### config.mk
export PLATFORM = sky130hd
export DESIGN_NAME = proc_hdr_serializer
export DESIGN_NICKNAME = d
export VERILOG_FILES = /design/src/rtl/proc_hdr_serializer_pkg.sv /design/src/rtl/proc_drop_counter.sv /design/src/rtl/proc_hdr_serializer.sv
export SDC_FILE = /design/constraint.sdc
export NUM_CORES = 1
export LEC_CHECK = 0
export ABC_AREA = 1
export CAP_MARGIN = 20
export CORE_UTILIZATION = 45
export CTS_BUF_LIST = sky130_fd_sc_hd__clkbuf_4
export CTS_CLUSTER_DIAMETER = 120
export DETAILED_ROUTE_END_ITERATION = 12
export PLACE_DENSITY = 0.79
export REMOVE_ABC_BUFFERS = 1
export SLEW_MARGIN = 25
export SYNTH_ARGS = -nofsm -noshare
export SYNTH_HDL_FRONTEND = slang
export SYNTH_HIERARCHICAL = 1
export SYNTH_SLANG_ARGS = --single-unit
### constraint.sdc
create_clock -name clk -period 3.95 [get_ports clk]
set_input_delay 0.79 -clock clk [delete_from_list [all_inputs] [get_ports clk]]
set_output_delay 0.79 -clock clk [all_outputs]
set_load 0.02 [all_outputs]
### src/rtl/proc_hdr_serializer_pkg.sv
// Shared widths and types for the processor output path: byte bus, header
// container, egress port count and the serializer state encoding.
package proc_hdr_serializer_pkg;

    localparam int BYTE_BUS    = 8;
    localparam int HDR_MAX_LEN = 8;
    localparam int NUM_PORTS   = 4;

    typedef logic [BYTE_BUS-1:0]     byte_t;
    typedef byte_t [HDR_MAX_LEN-1:0] hdr_t;   // byte 0 sits in the low bits
    typedef logic [NUM_PORTS-1:0]    port_t;

    typedef enum logic {
        IDLE = 1'b0,
        SEND = 1'b1
    } ser_state_e;

endpackage

### src/rtl/proc_drop_counter.sv
// Free-running wrap-around event counter with a single increment enable.
module proc_drop_counter #(
    parameter int CNT_W = 32
) (
    input  logic             clk,
    input  logic             rst,
    input  logic             inc_i,
    output logic [CNT_W-1:0] cnt_o
);

    logic [CNT_W-1:0] cnt_q;

    // NOTE: sequential state uses non-blocking assignments only, so every flop
    // samples pre-edge values regardless of process evaluation order.
    always_ff @(posedge clk or negedge rst) begin
        if (!rst) begin
            cnt_q <= '0;
        end else if (inc_i) begin
            cnt_q <= cnt_q + CNT_W'(1);
        end
    end

    assign cnt_o = cnt_q;

endmodule

### src/rtl/proc_hdr_serializer.sv
// Reader side of the one-entry processor output latch: pops a header and its
// port mask, then streams it one byte per beat with SOP/EOP framing.
module proc_hdr_serializer
    import proc_hdr_serializer_pkg::*;
#(
    parameter int HDR_LEN = HDR_MAX_LEN,
    parameter int CNT_W   = 32
) (
    input  logic                 clk,
    input  logic                 rst,
    input  logic                 empty_i,
    input  hdr_t                 pkt_hdr_i,
    input  port_t                out_port_i,
    output logic                 rd_o,
    output logic                 tx_valid_o,
    output byte_t                tx_data_o,
    output logic                 tx_sop_o,
    output logic                 tx_eop_o,
    output port_t                tx_port_o,
    input  port_t                tx_ready_i,
    output logic [CNT_W-1:0]     drop_cnt_o
);

    localparam int IDX_W = (HDR_LEN > 1) ? $clog2(HDR_LEN) : 1;

    ser_state_e                state_q, state_d;
    logic [IDX_W-1:0]          idx_q, idx_d;
    byte_t [HDR_LEN-1:0]       hdr_q, hdr_d;
    port_t                     port_q, port_d;
    logic                      drop_inc;
    logic                      xfer;
    logic                      load;
    logic                      unused_hdr_bits;

    // Bytes at or beyond HDR_LEN are never captured.
    assign unused_hdr_bits = ^pkt_hdr_i;

    // Every selected port must accept in the same cycle; unselected ports are masked.
    assign xfer = tx_valid_o && (&(tx_ready_i | ~tx_port_o));
    assign load = !empty_i && ((state_q == IDLE) || (xfer && tx_eop_o));
    assign rd_o = load;

    // NOTE: the captured header is reset along with the control state so that
    // tx_data_o reads zero out of reset; it is a handful of flops, not a RAM.
    always_ff @(posedge clk or negedge rst) begin
        if (!rst) begin
            state_q <= IDLE;
            idx_q   <= '0;
            hdr_q   <= '0;
            port_q  <= '0;
        end else begin
            state_q <= state_d;
            idx_q   <= idx_d;
            hdr_q   <= hdr_d;
            port_q  <= port_d;
        end
    end

    // NOTE: every variable gets a default at the top of the block so no path
    // leaves it unassigned, which would otherwise infer a latch.
    always_comb begin
        state_d  = state_q;
        idx_d    = idx_q;
        hdr_d    = hdr_q;
        port_d   = port_q;
        drop_inc = 1'b0;
        if (load) begin
            idx_d = '0;
            if (out_port_i != '0) begin
                hdr_d   = pkt_hdr_i[HDR_LEN-1:0];
                port_d  = out_port_i;
                state_d = SEND;
            end else begin
                drop_inc = 1'b1;
                state_d  = IDLE;
            end
        end else if (xfer) begin
            if (tx_eop_o) begin
                idx_d   = '0;
                state_d = IDLE;
            end else begin
                idx_d = idx_q + IDX_W'(1);
            end
        end
    end

    always_comb begin
        tx_valid_o = (state_q == SEND);
        tx_sop_o   = tx_valid_o && (idx_q == '0);
        tx_eop_o   = tx_valid_o && (idx_q == IDX_W'(HDR_LEN - 1));
        tx_port_o  = tx_valid_o ? port_q : '0;
        tx_data_o  = '0;
        for (int i = 0; i < HDR_LEN; i++) begin
            if (idx_q == IDX_W'(i)) begin
                tx_data_o = hdr_q[i];
            end
        end
    end

    proc_drop_counter #(
        .CNT_W (CNT_W)
    ) u_drop_counter (
        .clk   (clk),
        .rst   (rst),
        .inc_i (drop_inc),
        .cnt_o (drop_cnt_o)
    );

endmodule
Word level (Yosys, flattened, before mapping). Index checks and enable logic that the tools add are counted.

Equal/unequal tests: 7. Mux-type cells: 18. Reduce and logical (&&, ||, !) cells: 14. Add/sub/neg operators: 2. Bitwise gates (word level): 3.

Operators with widths (count): $mux 8 (8); $add 32x1->32 const B (1); $eq 3x3->1 const B (4); $mux 3 (3); $eq 3x2->1 const B (2); $mux 1 (6); $logic_and 1x1->1 (5); $mux 4 (1); $not 4->4 (1); $or 4x4->4 (1); $reduce_and 2->1 (2); $reduce_and 4->1 (1); $reduce_bool 2->1 (2); $reduce_bool 4->1 (1); $add 3x1->3 const B (1); $eq 3x1->1 const B (1); $logic_not 3->1 (1); $logic_not 1->1 (1); $logic_or 1x1->1 (1); $not 1->1 (1).

Word-level logic and storage cells: 56. Bits in registers: 104. Input port bits: 75. Output and inout port bits: 48.

Depth between registers and ports, before layout. Gate-level depths: netlist of the first run.

Depth in word-level cells: 10. Gate-level depth with buffers: 15. Depth with buffers taken out: 14.

Hierarchy. Netlist of the first run, hierarchy kept.

By module, submodules not included: proc_hdr_serializer (area each 3853.7 µm², sequential area each 1801.7 µm², times used 1, cells each 534); proc_drop_counter (area each 1761.7 µm², sequential area each 800.8 µm², times used 1, cells each 229).

Worst setup path before layout of the first run. No wires, ideal clock.

Kind: input to register. From: input out_port_i[1]. To: register u_drop_counter.cnt_q[29], in the netlist u_drop_counter/cnt_o[29]. Setup slack: 1292 ps. Data arrival time: 2540 ps. Required time: 3833 ps. Cell stages on the path: 11. Buffers on the path: 2. Library setup time: 117 ps. Cells stage by stage: or4_1 clkbuf_1 buf_2 nor2_1 inv_2 nor2_2 nand3_2 nor2_4 nand2_1 nand2_1 nand2_1.

Longest elaborated chain between the ends: 3.

RTL lines: from (decl) (line proc_hdr_serializer.sv:13) `input port_t out_port_i,`; $reduce_bool 4->1 (line proc_hdr_serializer.sv:69) `if (out_port_i != '0) begin`; $mux 1 (line proc_hdr_serializer.sv:69); $mux 1 (line proc_hdr_serializer.sv:67) `if (load) begin`; via drop_inc (line proc_hdr_serializer.sv:30) `logic drop_inc;`; to (signal assigned) (line proc_drop_counter.sv:19) `cnt_q <= cnt_q + CNT_W'(1);`; to (decl) (line proc_drop_counter.sv:11) `logic [CNT_W-1:0] cnt_q;`.

The timed path passes the listed nets, and every way through them passes these cells. A chain may end at the register's enable or synchronous reset.

Worst setup path in the final report of the first run.
From: register idx_q[1]. To: output tx_data_o[5].

Longest elaborated chain between the ends: 9. Elaborated cells on any way between the ends: 16. Those cells by class: eq/ne (7); mux (8); reduce/logical (1).

RTL lines: from (decl) (line proc_hdr_serializer.sv:27) `logic [IDX_W-1:0] idx_q, idx_d;`; from (signal assigned) (line proc_hdr_serializer.sv:53) `idx_q <= idx_d;`; $logic_not 3->1 (line proc_hdr_serializer.sv:94) `if (idx_q == IDX_W'(i)) begin`; $mux 8 (7 in a row) (line proc_hdr_serializer.sv:94); $mux 8 (*) (line proc_hdr_serializer.sv:94); to (decl) (line proc_hdr_serializer.sv:16) `output byte_t tx_data_o,`.

Every way passes the cells marked *; elsewhere a longest branch is shown, timed or not.

==> results.tsv, run 1 <==
metric	value	unit
Syn Inst Count	763	
synthesized flop and latch total	104	
Post-synth EDFFs	0	
critical path class	flip-flop to output port	
total wire length	13730	µm
Via density	4.792	
Reg-to-Reg Start	idx_q[0]	
fmax	271.9	MHz
maximum root-to-sink buffer count	2	
routed via count	5008	
CP Max Fanout	6	
global-route wire length before repair	23050	µm
r2r setup slk	1.14	ns
commonest non-fill, non-tap cell in the layout	nand2_1	
CP cell instances	inv_1, ha_1, inv_1, nor2_1, nand2_1, nand3_1, nand3_1, nand3_1, nand2_1, nand2_1, nand2_1, nand2_1, clkdlybuf4s50_1	
RSZ-0062 raised after global routing	false	
Post-CTS Repair Setup Buffers	0	
proportion of layout cells with a drive suffix above 1	0.07640	
minimum clock period	3.678	ns
num rows	40	
CP top delay family	simple AND/OR/NAND/NOR gates	
top cells by area, synth	dfrtp_1 (46%), nand2_1 (21%), nand3_1 (8.4%), nor2_1 (5.3%), inv_1 (3.5%)	
slowest stage cell, crit path	clkdlybuf4s50_1	
RD Place Congestion	0.9049	
area delta synth->final	25.65	%
YS warnings	6	
CTS H-tree depth	3	
DRC violations left	0	
syn_area_per_cell	7.360	µm²
number of max-cap violations	0	
relative slew slack	0.4923	
Die Wd	113.7	µm
Iteration-0 DRC Markers	335	
Post-CTS Resized	0	
Nets	954	
post-synth cell types	29	
crit path from	idx_q[1]	
fin. max-slew vios	0	
ANT nets after route	0	
most used cell, CP	nand2_1	
reg-to-reg endpoint	u_drop_counter/cnt_o[26]	
final setup violation count	0	
Hold Fails Final Rpt	0	
total core area	12110	µm²
Hold Buf Count CTS	0	
clock slew at reported path FFs	0.18	ns
status	finished, final reports clean	
Power Density	570.3	nW/µm²
largest net degree at the start of global routing	69	
Max VDD drop	0.0002010	V
post-detailed-route wirelength per cell	13.14	µm
initial antenna violation count	0	
Static Leakage	3.501	nW
Synth top area share	0.4635	
DR pass1 iterations	5	
ANT cells	0	
Initial Util	0.4636	
clk sink count	104	
cell taking the most area after synthesis	dfrtp_1	
setup TNS	0	ns
CTS Root Cell	clkbuf_4	
total CTS buffers	9	
Clock Latency Late Sink	0.46	ns
vias in the first global route	4959	
Fillers	1181	
ys async rst share	1.000	
Worst Max-Slew Pin Slew	0.7616	ns
Post-DP HPWL	9730	µm
Total Die Area	12930	µm²
prevailing post-synth register cell	dfrtp_1	
post-synthesis sequential area ratio	0.4635	
Die Y	113.7	µm
GRT Total Usage	0.2251	
Critical Path Max Stage Delay	0.60	ns
Buffers on Ports	122	
GRT overflow	0	
HP Class	input pin to async pin	
total stage count of the critical path	13	
worst path bufs/invs	3	
mapped cell area	5615	µm²
CP endpoint kind	output port	
CP required	3.16	ns
Layout Utilization	0.5825	
Data arrival, critical path	2.89	ns
R2R cell count	13	
Ports	123	
Setup Skew	0.02070	ns
critical path launch point type	flip-flop	
CTS tree	yes	
Final Cycle Share	0.9311	
most frequent cells in the layout	nand2_1 (319), clkdlybuf4s50_1 (121), dfrtp_1 (104), nand3_1 (94), nor2_1 (79)	
## cell usage after synthesis (7+ instances only)
master / count
nand2_1: 319
clkbuf_1: 8
xor2_1: 11
or2_2: 8
nor2_1: 80
nand3_1: 94
dfrtp_1: 104
nor2_2: 8
inv_1: 52
ha_1: 7
nand3_2: 13
buf_2: 16
## final cells by class
| cell class | instances | area, µm² | share of cell area |
|---|---|---|---|
| clock buffers | 9 | 67.56 | 0.009576 |
| flip-flops and latches | 104 | 2603 | 0.3689 |
| multi-input cells | 575 | 2645 | 0.3749 |
| inverters | 55 | 207.7 | 0.02944 |
| clock inverters | 7 | 53.80 | 0.007625 |
| well taps | 168 | 210.2 | 0.02979 |
| repair buffers | 127 | 1269 | 0.1798 |
## state kept, by name, indices dropped and copies added (netlist names)
| name | cells |
|---|---|
| hdr_q | 64 |
| u_drop_counter/cnt_o | 32 |
| port_q | 4 |
| idx_q | 3 |
| tx_valid_o | 1 |
## logic make-up after synthesis
logic type	Yosys count	synth area share
AND/OR/NAND/NOR	545	0.4218
flip-flops	104	0.4635
buffers and inverters	84	0.06662
XOR/XNOR	17	0.02651
adder cells (fa/ha/maj)	7	0.01560
AO/OA/AOI/OAI	6	0.006016
## worst reg2reg max path, cell delays in order, from the launching register on
cell and delay (ns):
dfrtp_1 0.43, ha_1 0.19, ha_2 0.40, inv_1 0.15, o21ai_2 0.22, nand2_2 0.14
nor2_1 0.34, nand2_2 0.16, nor2_2 0.15, nand2_1 0.10, nor2_1 0.22, nand3_1 0.11
nand2_1 0.07, nand2_1 0.05
## worst max-delay path by stage
stage,to,slack (ns)
2_1_floorplan,hdr_q[0],0.31
3_3_place_gp,rd_o,0.65
3_5_place_dp,rd_o,0.61
4_1_cts,rd_o,0.19
5_1_grt,tx_data_o[3],0.02
6_report,tx_data_o[5],0.27
## report_power, final
part | switching (mW) | internal, mW
Combinational | 1.11 | 0.774
Sequential | 0.219 | 1.42
Clock | 0.375 | 0.134
## metrics by stage
stage	cell area, µm²	cells	setup slack [ns]	total power, mW	hold WS (ns)
finish	7056	1045	0.2721	4.024	0.3590
CTS	7051	1045	0.1942	4.070	0.3703
floorplan	5449	734	0.3063	2.804	0.4417
global route	7056	1045	0.02050	4.385	0.3920
detailed placement	6929	1029	0.6146	3.549	0.4642
global placement	6929	1029	0.6518	3.502	0.4543
## layer usage
| layer | vias up | wire (µm) | global-route usage |
|---|---|---|---|
| li1 | 2583 | - | - |
| met1 | 2286 | 6219 | 0.2939 |
| met2 | 129 | 6579 | 0.3854 |
| met3 | 10 | 815 | 0.04623 |
| met4 | 0 | 113 | 0.05088 |
| met5 | - | 0 | 0 |
No activity file was read; power rests on OpenSTA's default activity.
==> run 2, diff against run 1 <==
--- a/config.mk
+++ b/config.mk
@@ -10,6 +10,7 @@
 export CORE_UTILIZATION = 45
 export CTS_BUF_LIST = sky130_fd_sc_hd__clkbuf_4
 export CTS_CLUSTER_DIAMETER = 120
+export CTS_CLUSTER_SIZE = 25
 export DETAILED_ROUTE_END_ITERATION = 12
 export PLACE_DENSITY = 0.79
 export REMOVE_ABC_BUFFERS = 1
==> results of run 2 <==
The final DEF is identical to that of run 1; final timing and power are the same.
==> run 3, diff against run 2 <==
--- a/config.mk
+++ b/config.mk
@@ -7,12 +7,14 @@
 export LEC_CHECK = 0
 export ABC_AREA = 1
 export CAP_MARGIN = 20
-export CORE_UTILIZATION = 45
+export CELL_PAD_IN_SITES_DETAIL_PLACEMENT = 0
+export CELL_PAD_IN_SITES_GLOBAL_PLACEMENT = 1
+export CORE_UTILIZATION = 41
 export CTS_BUF_LIST = sky130_fd_sc_hd__clkbuf_4
 export CTS_CLUSTER_DIAMETER = 120
 export CTS_CLUSTER_SIZE = 25
 export DETAILED_ROUTE_END_ITERATION = 12
-export PLACE_DENSITY = 0.79
+export PLACE_DENSITY = 0.95
 export REMOVE_ABC_BUFFERS = 1
 export SLEW_MARGIN = 25
 export SYNTH_ARGS = -nofsm -noshare
==> results.tsv, run 3 (synthesis gave the netlist of run 1 again) <==
metric	value	unit
status	finished, final reports clean	
largest net degree at the start of global routing	86	
fin. max-slew vios	0	
Setup Skew	0.02030	ns
r2r setup slk	1.13	ns
CTS Root Cell	clkbuf_4	
post-detailed-route wirelength per cell	13.39	µm
CP endpoint kind	output port	
Power, Total	4.083	mW
Clock Latency Late Sink	0.48	ns
Max VDD drop	0.0002143	V
Worst Max-Slew Pin Slew	0.7838	ns
CTS H-tree depth	3	
most flop-heavy register	hdr_q	
Buffers on Ports	122	
setup TNS	0	ns
Ports	123	
CTS tree	yes	
worst hold slack	0.3448	ns
minimum clock period	3.657	ns
relative slew slack	0.4774	
Die Y	119.0	µm
CP required	3.16	ns
RD Place Congestion	0.8686	
fmax	273.4	MHz
GRT Total Usage	0.2128	
vias in the first global route	4859	
proportion of layout cells with a drive suffix above 1	0.07868	
most frequent cells in the layout	nand2_1 (318), clkdlybuf4s50_1 (121), dfrtp_1 (104), nand3_1 (94), nor2_1 (78)	
number of max-cap violations	0	
critical path class	flip-flop to output port	
GRT overflow	0	
HP Class	input pin to async pin	
max reg flops	64	
critical path launch point type	flip-flop	
Power Density	576.5	nW/µm²
routed via count	4939	
final setup violation count	0	
Die Wd	119.0	µm
Post-CTS Repair Setup Buffers	0	
clk sink count	104	
total wire length	14100	µm
DRC violations left	0	
Nets	954	
num rows	42	
Post-CTS Resized	0	
Hold Fails Final Rpt	0	
total core area	13300	µm²
maximum root-to-sink buffer count	2	
Static Leakage	3.511	nW
post-route insts no fill	1053	
Iteration-0 DRC Markers	296	
total CTS buffers	9	
global-route wire length before repair	23810	µm
CP Max Fanout	13	
DR pass1 iterations	4	
Total Die Area	14170	µm²
Initial Util	0.4224	
Final Cycle Share	0.9259	
initial antenna violation count	0	
Hold Buf Count CTS	0	
Cell Count Post-Placement	1037	
ANT nets after route	0	
commonest non-fill, non-tap cell in the layout	nand2_1	
Data arrival, critical path	2.87	ns
area delta synth->final	26.11	%
Post-DP HPWL	9782	µm
ANT cells	0	
clock slew at reported path FFs	0.16	ns
Via density	4.690	
[run 3: final timing paths]
path,start,to,cells after the start
worst max-delay path,idx_q[0],tx_data_o[0],12
worst min-delay path,rst,hdr_q[4],1
worst max register to register,idx_q[0],u_drop_counter/cnt_o[26],13
worst min register to register,port_q[1],port_q[1],2
max in group asynchronous,rst,u_drop_counter/cnt_o[10],2
min in group clk,port_q[1],port_q[1],2
[run 3: routing by layer]
| metal | vias to the layer above | share of wire | GRT usage |
|---|---|---|---|
| li1 | 2574 | - | - |
| met1 | 2259 | 0.48 | 0.2870 |
| met2 | 93 | 0.46 | 0.3398 |
| met3 | 13 | 0.056 | 0.05220 |
| met4 | 0 | 0.013 | 0.05854 |
| met5 | - | 0 | 0 |
[run 3: critical path: stages, from the launching register on]
cell             delay (ns)
dfrtp_1                0.43
inv_1                  0.10
ha_1                   0.24
nand2_1                0.38
inv_1                  0.17
nor2_1                 0.14
nand2_1                0.06
nand2_1                0.05
nand2_1                0.06
nand2_1                0.06
nand2_1                0.06
nand2_1                0.07
clkdlybuf4s50_1        0.60
[run 3: cell type report]
cell class	count	area, µm²
clock inverter	5	47.55
fill	1290	6213
tap	176	220.2
sequential	104	2603
inverter	55	211.5
multi-input combinational	575	2658
timing repair buffer	127	1260
clock buffer	11	82.58
[run 3: per-stage QoR]
step | setup WS [ns] | instance area, µm² | utilization
detailed placement | 0.6218 | 6930 | 0.5213
global route | -0.008637 | 7082 | 0.5327
floorplan | 0.3063 | 5449 | -
global placement | 0.6530 | 6927 | 0.5210
finish | 0.2925 | 7082 | 0.5327
CTS | 0.1025 | 7061 | 0.5311
[run 3: power by group]
group	internal (mW)	switching, mW	total [mW]	leakage [nW]
clock	0.202	0.354	0.556	0.0757
sequential	1.42	0.203	1.62	1.34
combinational	0.779	1.13	1.91	2.10
total	2.40	1.69	4.08	3.51
